## config.mk

```make
export PLATFORM = sky130hd
export DESIGN_NAME = multi_way_signal_controller
export DESIGN_NICKNAME = d
export VERILOG_FILES = /design/src/rtl/signal_ctrl_pkg.sv /design/src/rtl/multi_way_signal_controller_rr_way_select.sv /design/src/rtl/multi_way_signal_controller.sv
export SDC_FILE = /design/constraint.sdc
export NUM_CORES = 1
export LEC_CHECK = 0
export BUFFER_PORTS_ARGS = -buffer_cell sky130_fd_sc_hd__buf_2
export CORE_MARGIN = 1.5
export CORE_UTILIZATION = 50
export CTS_CLUSTER_DIAMETER = 120
export DETAILED_ROUTE_END_ITERATION = 12
export GPL_TIMING_DRIVEN = 0
export PLACE_DENSITY = 0.78
export SYNTH_ARGS = -nofsm -noshare
export SYNTH_HDL_FRONTEND = slang
export SYNTH_HIERARCHICAL = 1
export SYNTH_SLANG_ARGS = --single-unit
```

## constraint.sdc

```tcl
create_clock -name clk -period 2.4 [get_ports clk]
set_input_delay 0.36 -clock clk [delete_from_list [all_inputs] [get_ports clk]]
set_output_delay 0.36 -clock clk [all_outputs]
set_load 0.005 [all_outputs]
```

## src/rtl/signal_ctrl_pkg.sv

```systemverilog
// signal_ctrl_pkg: light encodings, phase enum and default timing for the multi-way signal controller
package signal_ctrl_pkg;
  typedef enum logic [1:0] {PH_GREEN = 2'd0, PH_YELLOW = 2'd1, PH_ALL_RED = 2'd2} phase_t;
  localparam logic [1:0] LT_RED = 2'b00;
  localparam logic [1:0] LT_YELLOW = 2'b01;
  localparam logic [1:0] LT_GREEN = 2'b11;
  localparam int DEF_NUM_WAYS = 4;
  localparam int DEF_MIN_GREEN = 5;
  localparam int DEF_MAX_GREEN = 20;
  localparam int DEF_YELLOW_TIME = 3;
  localparam int DEF_ALL_RED_TIME = 2;
  function automatic logic [1:0] light_of(phase_t ph);
    return ph == PH_GREEN ? LT_GREEN : ph == PH_YELLOW ? LT_YELLOW : LT_RED;
  endfunction
endpackage

```

## src/rtl/multi_way_signal_controller_rr_way_select.sv

```systemverilog
// rr_way_select: first pending way after current, wrapping to 0; holds current when none is pending
module rr_way_select #(
  parameter int NUM_WAYS = 4
) (
  input  logic [NUM_WAYS-1:0]         pending,
  input  logic [$clog2(NUM_WAYS)-1:0] current,
  output logic [$clog2(NUM_WAYS)-1:0] next
);
  localparam int WW = $clog2(NUM_WAYS);
  always_comb begin
    next = current;
    for (int i = NUM_WAYS - 1; i >= 1; i--)
      if (pending[(int'(current) + i) % NUM_WAYS]) next = WW'((int'(current) + i) % NUM_WAYS);
  end
endmodule

```

## src/rtl/multi_way_signal_controller.sv

```systemverilog
// multi_way_signal_controller: round-robin N-way traffic light FSM (GREEN/YELLOW/ALL_RED).
// Define EMERGENCY_PREEMPT_EN to add the preempt_req/preempt_way/preempt_active emergency override.
module multi_way_signal_controller
  import signal_ctrl_pkg::*;
#(
  parameter int NUM_WAYS     = DEF_NUM_WAYS,
  parameter int MIN_GREEN    = DEF_MIN_GREEN,
  parameter int MAX_GREEN    = DEF_MAX_GREEN,
  parameter int YELLOW_TIME  = DEF_YELLOW_TIME,
  parameter int ALL_RED_TIME = DEF_ALL_RED_TIME
) (
  input  logic                        clk,
  input  logic                        reset,
  input  logic [NUM_WAYS-1:0]         sensor,
`ifdef EMERGENCY_PREEMPT_EN
  input  logic                        preempt_req,
  input  logic [$clog2(NUM_WAYS)-1:0] preempt_way,
  output logic                        preempt_active,
`endif
  output logic [2*NUM_WAYS-1:0]       lights,
  output logic [$clog2(NUM_WAYS)-1:0] active_way,
  output logic [1:0]                  phase
);
  localparam int WW = $clog2(NUM_WAYS);
  localparam int CW = $clog2(MAX_GREEN + YELLOW_TIME + ALL_RED_TIME + 1);
  phase_t st, st_n;
  logic [CW-1:0] cnt, cnt_n;
  logic [NUM_WAYS-1:0] pend, pend_n, active_oh;
  logic [WW-1:0] rr_way, sel_way, way_n;
  logic [2*NUM_WAYS-1:0] lights_n;
  logic green_done, green_exit, enter_green;
  rr_way_select #(.NUM_WAYS(NUM_WAYS)) u_rr (.pending(pend), .current(active_way), .next(rr_way));
  assign active_oh = NUM_WAYS'(1) << active_way;
  assign green_done = |(pend & ~active_oh) &&
                      ((cnt >= CW'(MIN_GREEN - 1) && !sensor[active_way]) || cnt == CW'(MAX_GREEN - 1));
`ifdef EMERGENCY_PREEMPT_EN
  logic pv;
  assign pv = preempt_req && (int'(preempt_way) < NUM_WAYS);
  // A valid preempt forces the change (or holds GREEN if it targets the active way).
  assign green_exit = pv ? (preempt_way != active_way) : green_done;
  assign sel_way = pv ? preempt_way : rr_way;
  always_ff @(posedge clk or posedge reset)
    if (reset) preempt_active <= 1'b0;
    else preempt_active <= pv;
`else
  assign green_exit = green_done;
  assign sel_way = rr_way;
`endif
  always_comb begin
    st_n = (st == PH_GREEN && green_exit) ? PH_YELLOW :
           (st == PH_YELLOW && cnt == CW'(YELLOW_TIME - 1)) ? PH_ALL_RED :
           (st == PH_ALL_RED && cnt == CW'(ALL_RED_TIME - 1)) ? PH_GREEN : st;
    enter_green = st == PH_ALL_RED && st_n == PH_GREEN;
    way_n = enter_green ? sel_way : active_way;
    cnt_n = st_n != st ? '0 : (st == PH_GREEN && cnt == CW'(MAX_GREEN - 1)) ? cnt : cnt + CW'(1);
    pend_n = (pend | (sensor & ~(st == PH_GREEN ? active_oh : '0))) &
             ~(enter_green ? NUM_WAYS'(1) << way_n : '0);
    lights_n = '0;
    for (int i = 0; i < NUM_WAYS; i++)
      lights_n[2*i +: 2] = (i == int'(way_n)) ? light_of(st_n) : LT_RED;
  end
  always_ff @(posedge clk or posedge reset)
    if (reset) begin
      st <= PH_GREEN;
      cnt <= '0;
      pend <= '0;
      active_way <= '0;
      lights <= {{(2*NUM_WAYS-2){1'b0}}, LT_GREEN};
    end else begin
      st <= st_n;
      cnt <= cnt_n;
      pend <= pend_n;
      active_way <= way_n;
      lights <= lights_n;
    end
  assign phase = st;
endmodule
```

==> summary.txt, run 1 <==
Status
  – Status: complete, no violations

Worst setup path
  – Setup crit end kind: flop
  – CP max FO: 10
  – Worst EP arrival: 2330 ps
  – CP Data Required Time: between 2000 and 3000 ps
  – CP startpoint kind: flop
  – Crit-path slowest cell: nor4_4
  – Crit Path Category: flop to flop
  – Critical Path Max Stage Delay: between 500 and 600 ps
  – Critical-path cell list: clkbuf_1 -> mux4_2 -> a21boi_4 -> nor4_4 -> nor3_1
  – FF-to-FF setup slack: between 200 and 250 ps

Yosys
  – Post-synth top area share: 41.4%
  – Cell count after synthesis: around 110
  – FFs w/ async S/R, synth: 100%
  – Synth Cell Area: approximately 1100 µm²
  – Main flop type after synthesis: dfrtp_1
  – Post-synthesis cell type count: 40
  – Yosys reg bits: 21
  – Syn Nets: ~120
  – Synth warnings: 6
  – Synth cell count leaders: dfrtp_1, nor2_1, inv_1, nor3_1, a21oi_1
  – Number of flops mapped to enable cells by yosys: 0
  – Synth area leader: dfrtp_1
  – Avg Cell Area, Syn: about 10 µm²
  – Most frequent cell after synthesis: dfrtp_1
  – Top cells by area, synth: dfrtp_1, dfstp_2, ha_1, nor3_1, nor2_1
  – Sequential cell area fraction in the yosys report: 46.0%

Route
  – Via-to-Cell Ratio: 5.59
  – Met3 wire len: around 80 µm
  – Vias: just over 900
  – WL/cell: between 10 and 15 µm
  – Drt total wl: around 2.3 mm
  – M1 wire length: around 1.1 mm
  – Iter 0 DRT Violations: 26
  – DRC viols: 0
  – DRT Pass-1 Iters: 4
  – Post-route ant nets: 0
  – Top layer in use: met4
  – Met2 Routed Length: 1.16 mm

Clock network
  – Clock sinks: 21
  – Clock buffer count from CTS: 3
  – PostCTS Resize Cnt: 0
  – Clock Latency Late Sink: about 300 ps
  – CTS root buffer: clkbuf_4
  – CTS tree: built
  – Post-CTS Hold Buffers: 0
  – Worst-path clk slew: ~110 ps
  – Postcts setup bufs: 0
  – CTS Buffer Depth: 2
  – CTS H-Tree Depth: 1

Cells and area
  – Final #Nets: about 150
  – Layout cell share with drive strength beyond 1: a little over a quarter
  – # fillers: 191
  – Final Core Density: between 50% and 60%
  – ANT cells: 0
  – Area Overhead vs Synth: 12.9%

Floorplan
  – Core ar.: between 2000 and 2500 µm²
  – Die X: 50.9 µm
  – Die area: ~2600 µm²
  – Rows: 17
  – Starting Density: 52.4%
  – Die height: about 50 µm
  – # IOs: 18

Power
  – Pleak: 0.613 nW
  – Maximum vdd drop: 0.687 mV
  – Power density over the cells: roughly 1100 nW/µm²
  – Total Power: between 1 and 1.5 mW

Timing
  – Post-layout min period: between 2000 and 2500 ps
  – Final Cycle Share: between 80% and 90%
  – Fin Hold WS: approximately 170 ps
  – Actual slew at the worst max-slew pin: 771 ps
  – Final setup margin: 241 ps
  – Setup TNS: 0 ps
  – Max Fclk: roughly 460 MHz
  – Worst rel slew slack: 48.6%
  – RSZ-0062 raised after global routing: no
  – Endpoints failing setup: 0
  – Final Hold Fails: 0
  – Worst Skew: roughly 7.5 ps
  – Final Max Tran Viols: 0

Placement
  – I/O Buffers: 17
  – DP HPWL: about 1.8 mm
  – Setup WS pre-CTS: around 240 ps
  – GP Congestion: 0.810

Global route
  – Pin count of the biggest net entering global routing: 22
  – Gr usage total: around 20%
  – Number of global-route vias before repair: a little under 900
  – Initial antenna violation count: 0
  – Overflow after GRT: 0
  – First-pass GRT wire length: around 3.9 mm

Worst hold path
  – Hold Crit Class: input port to async pin

Job
  – Max Cap Viol: 0
registers in the layout (all words and copies together), names as in the netlist:
| register | flops |
|---|---|
| active_way | 2 |
| cnt | 5 |
| lights | 8 |
| pend | 4 |
| phase | 2 |
power breakdown:
part	internal [mW]	leakage (nW)	switching, mW	total [mW]
Clock	0.0622	0.0177	0.103	0.165
Sequential	0.474	0.249	0.120	0.594
Combinational	0.312	0.347	0.414	0.726
Total	0.848	0.613	0.637	1.48
cell usage in the layout, fill, tap and decap left out, drive strengths merged, types with 2 or more instances in the layout:
cell / instances
o22ai: 2
dfrtp: 19
mux2i: 2
nor2: 12
inv: 10
nand3: 4
a31oi: 7
ha: 4
dfstp: 2
nand2b: 3
buf: 19
nor4: 2
nor3: 9
xor2: 2
mux2: 3
a21oi: 8
clkbuf: 5
path summary, 6_finish.rpt:
| check | cells past startpoint | to | from |
|---|---|---|---|
| max | 5 | cnt[0]$_DFFE_PP0P_ | active_way[1]$_DFF_PP0_ |
| min | 2 | cnt[1]$_DFFE_PP0P_ | reset |
| max reg2reg | 5 | cnt[0]$_DFFE_PP0P_ | active_way[1]$_DFF_PP0_ |
| min reg2reg | 2 | cnt[4]$_DFFE_PP0P_ | cnt[4]$_DFFE_PP0P_ |
| max in group asynchronous | 2 | pend[1]$_DFF_PP0_ | reset |
| min in group clk | 3 | pend[0]$_DFF_PP0_ | sensor[0] |
worst max-delay path: cells and delay by family (launching register included):
family	cells	cell delay [ps]
AO/OA/AOI/OAI	1	160
AND/OR/NAND/NOR	2	670
buffers and inverters	1	340
multiplexers	1	360
flip-flops	1	500
per-layer routing:
| metal | up-vias | track usage [%] |
|---|---|---|
| met5 | - | 0 |
| met4 | 0 | 5.41 |
| met1 | 441 | 26.2 |
| met2 | 16 | 33.1 |
| li1 | 444 | - |
| met3 | 5 | 4.39 |
cell type report:
| type | count | area (µm²) | share of cell area (%) |
|---|---|---|---|
| tap | 28 | 35.0 | 2.70 |
| clock inverter | 1 | 5.00 | 0.386 |
| sequential | 21 | 528 | 40.7 |
| clock buffer | 3 | 22.5 | 1.74 |
| buffer | 4 | 23.8 | 1.83 |
| timing repair buffer | 17 | 85.1 | 6.56 |
| inverter | 10 | 37.5 | 2.90 |
| multi-input combinational | 78 | 559 | 43.1 |
through the flow:
step,area (µm²),std cells
after floorplan,1150,113
final,1300,162
after detailed placement,1270,158
after global placement,1270,158
after global routing,1300,162
after CTS,1300,162
kinds of logic (layout without fill, tap and decap cells):
| family | count (synthesis) | in the layout | synth area share, % |
|---|---|---|---|
| muxes | 6 | 6 | 6.64 |
| and+or+nand+nor | 42 | 42 | 21.2 |
| AOI/OAI and AO/OA | 23 | 23 | 14.2 |
| adders and majority gates | 4 | 4 | 4.36 |
| xor gates and xnor gates | 3 | 3 | 2.29 |
| buffers and inverters | 14 | 35 | 5.34 |
| DFF | 21 | 21 | 46.0 |
No activity file was read; power rests on OpenSTA's default activity.
==> run 2: changes to the inputs <==
- GPL_TIMING_DRIVEN: 0 -> 1
==> run 2 against run 1 <==
Count of clock-buffer cells in the layout unchanged. Hold slack worse by 5.3 ps. Non-clock buffer count is 3 lower. Combinational power down 9.0%. Via count stayed put. First-iteration DRC count decreased by 7.7%. Critical path type unchanged. Critical endpoint is now cnt[2]$_DFFE_PP0P_.
==> summary.txt, run 2 (synthesized netlist as in run 1, its figures left out) <==
Global route
  – Gr usage total: 19.9% (about the same)
  – Initial antenna violation count: 0 (unchanged)
  – First-pass GRT wire length: 3.88 mm (-0.89%)
  – Pin count of the biggest net entering global routing: 22 (unchanged)
  – Number of global-route vias before repair: 830 (-4.8%)
  – Overflow after GRT: 0 (unchanged)

Timing
  – Final Cycle Share: 87.6% (-2.3 points)
  – Fin Hold WS: 168 ps (-5.33 ps)
  – Worst rel slew slack: 48.0% (-0.58 points)
  – Final Max Tran Viols: 0 (unchanged)
  – RSZ-0062 raised after global routing: no
  – Max Fclk: 475 MHz (+2.6%)
  – Final setup margin: 297 ps (+55.4 ps)
  – Final Hold Fails: 0 (unchanged)
  – Post-layout min period: 2100 ps (-55.4 ps)
  – Setup TNS: 0 ps (unchanged)
  – Actual slew at the worst max-slew pin: 780 ps (+8.69 ps)
  – Worst Skew: 10.9 ps (+3.49 ps)
  – Endpoints failing setup: 0 (unchanged)

Clock network
  – Worst-path clk slew: 120 ps (about the same)
  – CTS Buffer Depth: 2 (unchanged)
  – Post-CTS Hold Buffers: 0 (unchanged)
  – Clock buffer count from CTS: 3 (unchanged)
  – CTS tree: built
  – PostCTS Resize Cnt: 0 (unchanged)
  – Postcts setup bufs: 0 (unchanged)
  – Clock Latency Late Sink: 310 ps (about the same)
  – Clock sinks: 21 (unchanged)
  – CTS root buffer: clkbuf_4
  – CTS H-Tree Depth: 1 (unchanged)

Cells and area
  – Final #Nets: 142 (-2.1%)
  – Layout Cells excl Fill: 159 (-1.9%)
  – Max reg flops: 8 (unchanged)
  – Layout cell share with drive strength beyond 1: 26.0% (-0.17 points)
  – Most frequent cells in the layout: dfrtp_1, buf_2, nor2_1
  – Area Overhead vs Synth: 11.7%
  – Biggest regs: lights: 8 flops, cnt: 5 flops, pend: 4 flops
  – Top reg by flops: lights
  – Most common cell after layout, fill and taps aside: dfrtp_1
  – ANT cells: 0 (unchanged)

Floorplan
  – # IOs: 18 (unchanged)
  – Die height: 50.9 µm (unchanged)
  – Die X: 50.9 µm (unchanged)
  – Core ar.: 2190 µm² (unchanged)
  – Die area: 2590 µm² (unchanged)
  – Starting Density: 52.4% (unchanged)
  – Rows: 17 (unchanged)

Power
  – Power density over the cells: 1150 nW/µm² (+0.20%)
  – Pleak: 0.601 nW (-2.1%)
  – Maximum vdd drop: 0.646 mV (-5.9%)

Worst setup path
  – Top delay family on crit path: simple AND/OR/NAND/NOR gates
  – Worst Path Buf+Inv: 0 (-1)
  – CP Data Required Time: 2570 ps (about the same)
  – Critical-path cell list: mux4_2 -> a21boi_4 -> nor4_4 -> nor3_1
  – Crit Path Category: flop to flop
  – CP max FO: 14 (+4)
  – Setup crit end kind: flop
  – Critical Path Max Stage Delay: 600 ps (+60 ps)
  – Crit-path slowest cell: dfrtp_1
  – Worst EP arrival: 2280 ps (-50 ps)
  – CP startpoint kind: flop

Placement
  – Dpl cells: 155 (-1.9%)
  – Setup WS pre-CTS: 324 ps (+81.8 ps)
  – I/O Buffers: 17 (unchanged)
  – DP HPWL: 1.66 mm (-7.6%)
  – GP Congestion: 0.840 (+3.7%)

Status
  – Status: complete, no violations

Route
  – Drt total wl: 2.21 mm (-5.8%)
  – DRC viols: 0 (unchanged)
  – WL/cell: 13.9 µm (-4.0%)
  – DRT Pass-1 Iters: 4 (unchanged)
  – Iter 0 DRT Violations: 24 (-7.7%)
  – Vias: 906 (unchanged)
  – Via-to-Cell Ratio: 5.70 (+1.9%)
  – Post-route ant nets: 0 (unchanged)

Job
  – Max Cap Viol: 0 (unchanged)

Worst hold path
  – Hold Crit Class: input port to async pin
-- run 2: cell types whose count changed in the layout (fill, tap and decap cells not counted), sizes merged --
cell      delta
buf          -1
clkinvlp     +1
clkinv       -1
clkbuf       -2
-- run 2: through the flow --
step                instance area (µm²)  util, %  power [mW]
floorplan                          1150        -        1.11
global placement                   1250     57.2        1.27
detailed placement                 1250     57.2        1.30
CTS                                1280     58.5        1.48
global route                       1280     58.5        1.60
finish                             1280     58.5        1.47
-- run 2: layer usage --
metal  part of all wire (%)  GRT usage, %  vias to the layer above
met5                      0             0                        -
met4                   0.59          3.60                        0
met3                    3.4          5.56                        2
met2                     51          33.1                       12
met1                     45          26.2                      447
li1                       -             -                      445
-- run 2: final cells by class --
type                            instances  area, µm²
Timing Repair Buffer                   18       92.6
Tap cell                               28       35.0
Sequential cell                        21        528
Inverter                               10       37.5
Clock buffer                            3       22.5
Fill cell                             194        908
Clock inverter                          1       7.51
Multi-Input combinational cell         78        559
-- run 2: power by group --
group | leakage, nW | total (mW) | internal [mW] | switching [mW]
Combinational | 0.338 | 0.661 | 0.307 | 0.353
Clock | 0.0139 | 0.172 | 0.0637 | 0.108
Sequential | 0.249 | 0.640 | 0.473 | 0.167
-- run 2: path summary, 6_finish.rpt --
check	start	end	slack, ps	cells past startpoint
min in group clk	sensor[2]	pend[2]$_DFF_PP0_	340	3
min reg2reg	phase[0]$_DFF_PP0_	lights[1]$_DFF_PP1_	580	1
min	reset	lights[5]$_DFF_PP0_	170	2
max in group asynchronous	reset	cnt[2]$_DFFE_PP0P_	1740	2
max reg2reg	active_way[0]$_DFF_PP0_	cnt[2]$_DFFE_PP0P_	300	4
max	active_way[0]$_DFF_PP0_	cnt[2]$_DFFE_PP0P_	300	4
==> run 3: changes to the inputs <==
- SKIP_LAST_GASP: default -> 1
- clock period: 2.4 -> 2.6 ns (I/O delays scaled with it)
==> run 3 against run 2 <==
Power decreased by 9.0%. Via count decreased by 3.2%. First-iteration DRC count decreased by 38%. Combinational power decreased by 11%. Critical path type unchanged.
==> summary.txt, run 3 (synthesized netlist as in run 1, its figures left out) <==
Status
  – Status: complete, no violations

Timing
  – Worst Skew: 1.60 ps (-9.34 ps)
  – Worst rel slew slack: 48.5% (+0.53 points)
  – Max Fclk: 485 MHz (+2.0%)
  – Actual slew at the worst max-slew pin: 772 ps (-7.88 ps)
  – Final Hold Fails: 0 (unchanged)
  – Final Cycle Share: 79.3% (-8.3 points)
  – RSZ-0062 raised after global routing: no
  – Endpoints failing setup: 0 (unchanged)
  – Setup TNS: 0 ps (unchanged)
  – Final Max Tran Viols: 0 (unchanged)
  – Post-layout min period: 2060 ps (-41.8 ps)

Worst setup path
  – Crit Path Category: flop to flop
  – RR Startpoint: active_way[0]$_DFF_PP0_
  – CP startpoint kind: flop
  – Worst EP arrival: 2250 ps (-30 ps)
  – Crit-path slowest cell: dfrtp_1
  – Worst flop-to-flop path endpoint: cnt[1]$_DFFE_PP0P_
  – CP max FO: 14 (unchanged)
  – Critical-path cell list: mux4_2 -> a21boi_4 -> nor4_4 -> nor3_1
  – R2r worst-path depth: 4 (unchanged)
  – Setup crit end kind: flop
  – FF-to-FF setup slack: 540 ps (+240 ps)
  – Worst Setup SP: active_way[0]$_DFF_PP0_
  – Critical Path Max Stage Delay: 580 ps (-20 ps)
  – CP Data Required Time: 2790 ps (+220 ps)
  – End point of the critical path: cnt[1]$_DFFE_PP0P_

Floorplan
  – Die X: 50.9 µm (unchanged)
  – Die height: 50.9 µm (unchanged)
  – # IOs: 18 (unchanged)
  – Core ar.: 2190 µm² (unchanged)
  – Rows: 17 (unchanged)
  – Starting Density: 52.4% (unchanged)
  – Die area: 2590 µm² (unchanged)

Clock network
  – Postcts setup bufs: 0 (unchanged)
  – Worst-path clk slew: 120 ps (about the same)
  – CTS Buffer Depth: 2 (unchanged)
  – Clock buffer count from CTS: 3 (unchanged)
  – CTS H-Tree Depth: 1 (unchanged)
  – Clock sinks: 21 (unchanged)
  – CTS tree: built
  – PostCTS Resize Cnt: 0 (unchanged)
  – CTS root buffer: clkbuf_4
  – Post-CTS Hold Buffers: 0 (unchanged)
  – Clock Latency Late Sink: 310 ps (about the same)

Cells and area
  – Top reg by flops: lights
  – Area Overhead vs Synth: 11.0%
  – Most common cell after layout, fill and taps aside: dfrtp_1
  – Max reg flops: 8 (unchanged)
  – # fillers: 200 (+3.1%)
  – Final Core Density: 58.2% (-0.34 points)
  – Biggest regs: lights: 8 flops, cnt: 5 flops, pend: 4 flops
  – Final #Nets: 141 (-0.70%)
  – Most frequent cells in the layout: dfrtp_1, buf_2, nor2_1
  – ANT cells: 0 (unchanged)
  – Layout cell share with drive strength beyond 1: 25.4% (-0.57 points)

Placement
  – I/O Buffers: 17 (unchanged)
  – DP HPWL: 1.61 mm (-3.1%)
  – GP Congestion: 0.844 (+0.40%)

Route
  – WL/cell: 13.7 µm (-1.6%)
  – Vias: 877 (-3.2%)
  – Iter 0 DRT Violations: 15 (-38%)
  – DRC viols: 0 (unchanged)
  – DRT Pass-1 Iters: 4 (unchanged)
  – Drt total wl: 2.16 mm (-2.2%)
  – Post-route ant nets: 0 (unchanged)
  – Via-to-Cell Ratio: 5.55 (-2.6%)

Global route
  – Overflow after GRT: 0 (unchanged)
  – Number of global-route vias before repair: 823 (-0.84%)
  – First-pass GRT wire length: 3.81 mm (-2.0%)
  – Pin count of the biggest net entering global routing: 22 (unchanged)
  – Gr usage total: 19.4% (-0.50 points)
  – Initial antenna violation count: 0 (unchanged)

Worst hold path
  – Hold Crit Class: input port to async pin

Power
  – Power density over the cells: 1050 nW/µm² (-8.5%)
  – Pleak: 0.596 nW (-0.82%)
  – Maximum vdd drop: 0.673 mV (+4.1%)

Job
  – Max Cap Viol: 0 (unchanged)
[run 3: layout make-up]
cell class / count / area [µm²] / share of cell area (%)
clock inverter: 1 / 7.51 / 0.589
tap: 28 / 35.0 / 2.75
inverter: 10 / 37.5 / 2.94
clock buffer: 3 / 22.5 / 1.77
multi-input combinational: 78 / 559 / 43.9
sequential: 21 / 528 / 41.4
timing repair buffer: 17 / 85.1 / 6.67
[run 3: worst min path at each step]
stage,end,slack (ps),cells past startpoint
after floorplan,active_way[0]$_DFF_PP0_,370,1
after global placement,phase[0]$_DFF_PP0_,550,2
after detailed placement,phase[0]$_DFF_PP0_,570,2
after CTS,phase[0]$_DFF_PP0_,220,2
after global routing,cnt[1]$_DFFE_PP0P_,270,2
final,cnt[0]$_DFFE_PP0P_,200,2
[run 3: critical path: cells and delay by family (launching register included)]
| kind | cells | cell delay (ps) |
|---|---|---|
| AO/OA/AOI/OAI | 1 | 150 |
| flip-flops | 1 | 580 |
| multiplexers | 1 | 550 |
| AND/OR/NAND/NOR | 2 | 650 |
[run 3: metrics by stage]
stage / hold WS (ps) / power (mW) / setup slack, ps / area [µm²] / std cells
floorplan: 365 / 1.02 / 738 / 1150 / 113
global placement: 546 / 1.15 / 576 / 1240 / 154
detailed placement: 567 / 1.18 / 536 / 1240 / 154
CTS: 221 / 1.35 / 517 / 1270 / 158
global route: 273 / 1.45 / 383 / 1270 / 158
finish: 197 / 1.34 / 538 / 1270 / 158
[run 3: report_power, final]
group          switching [mW]  internal [mW]  leakage [nW]
Clock                   0.106         0.0588        0.0139
Sequential              0.147          0.436         0.249
Combinational           0.323          0.268         0.333
[run 3: metal layers]
layer	share of wire, %	vias to the layer above	wire [µm]	GRT usage, %
met3	4.2	2	90	3.51
met1	45	415	981	27.4
met5	0	-	0	0
li1	-	438	-	-
met2	49	22	1060	30.7
met4	0.97	0	21	5.41
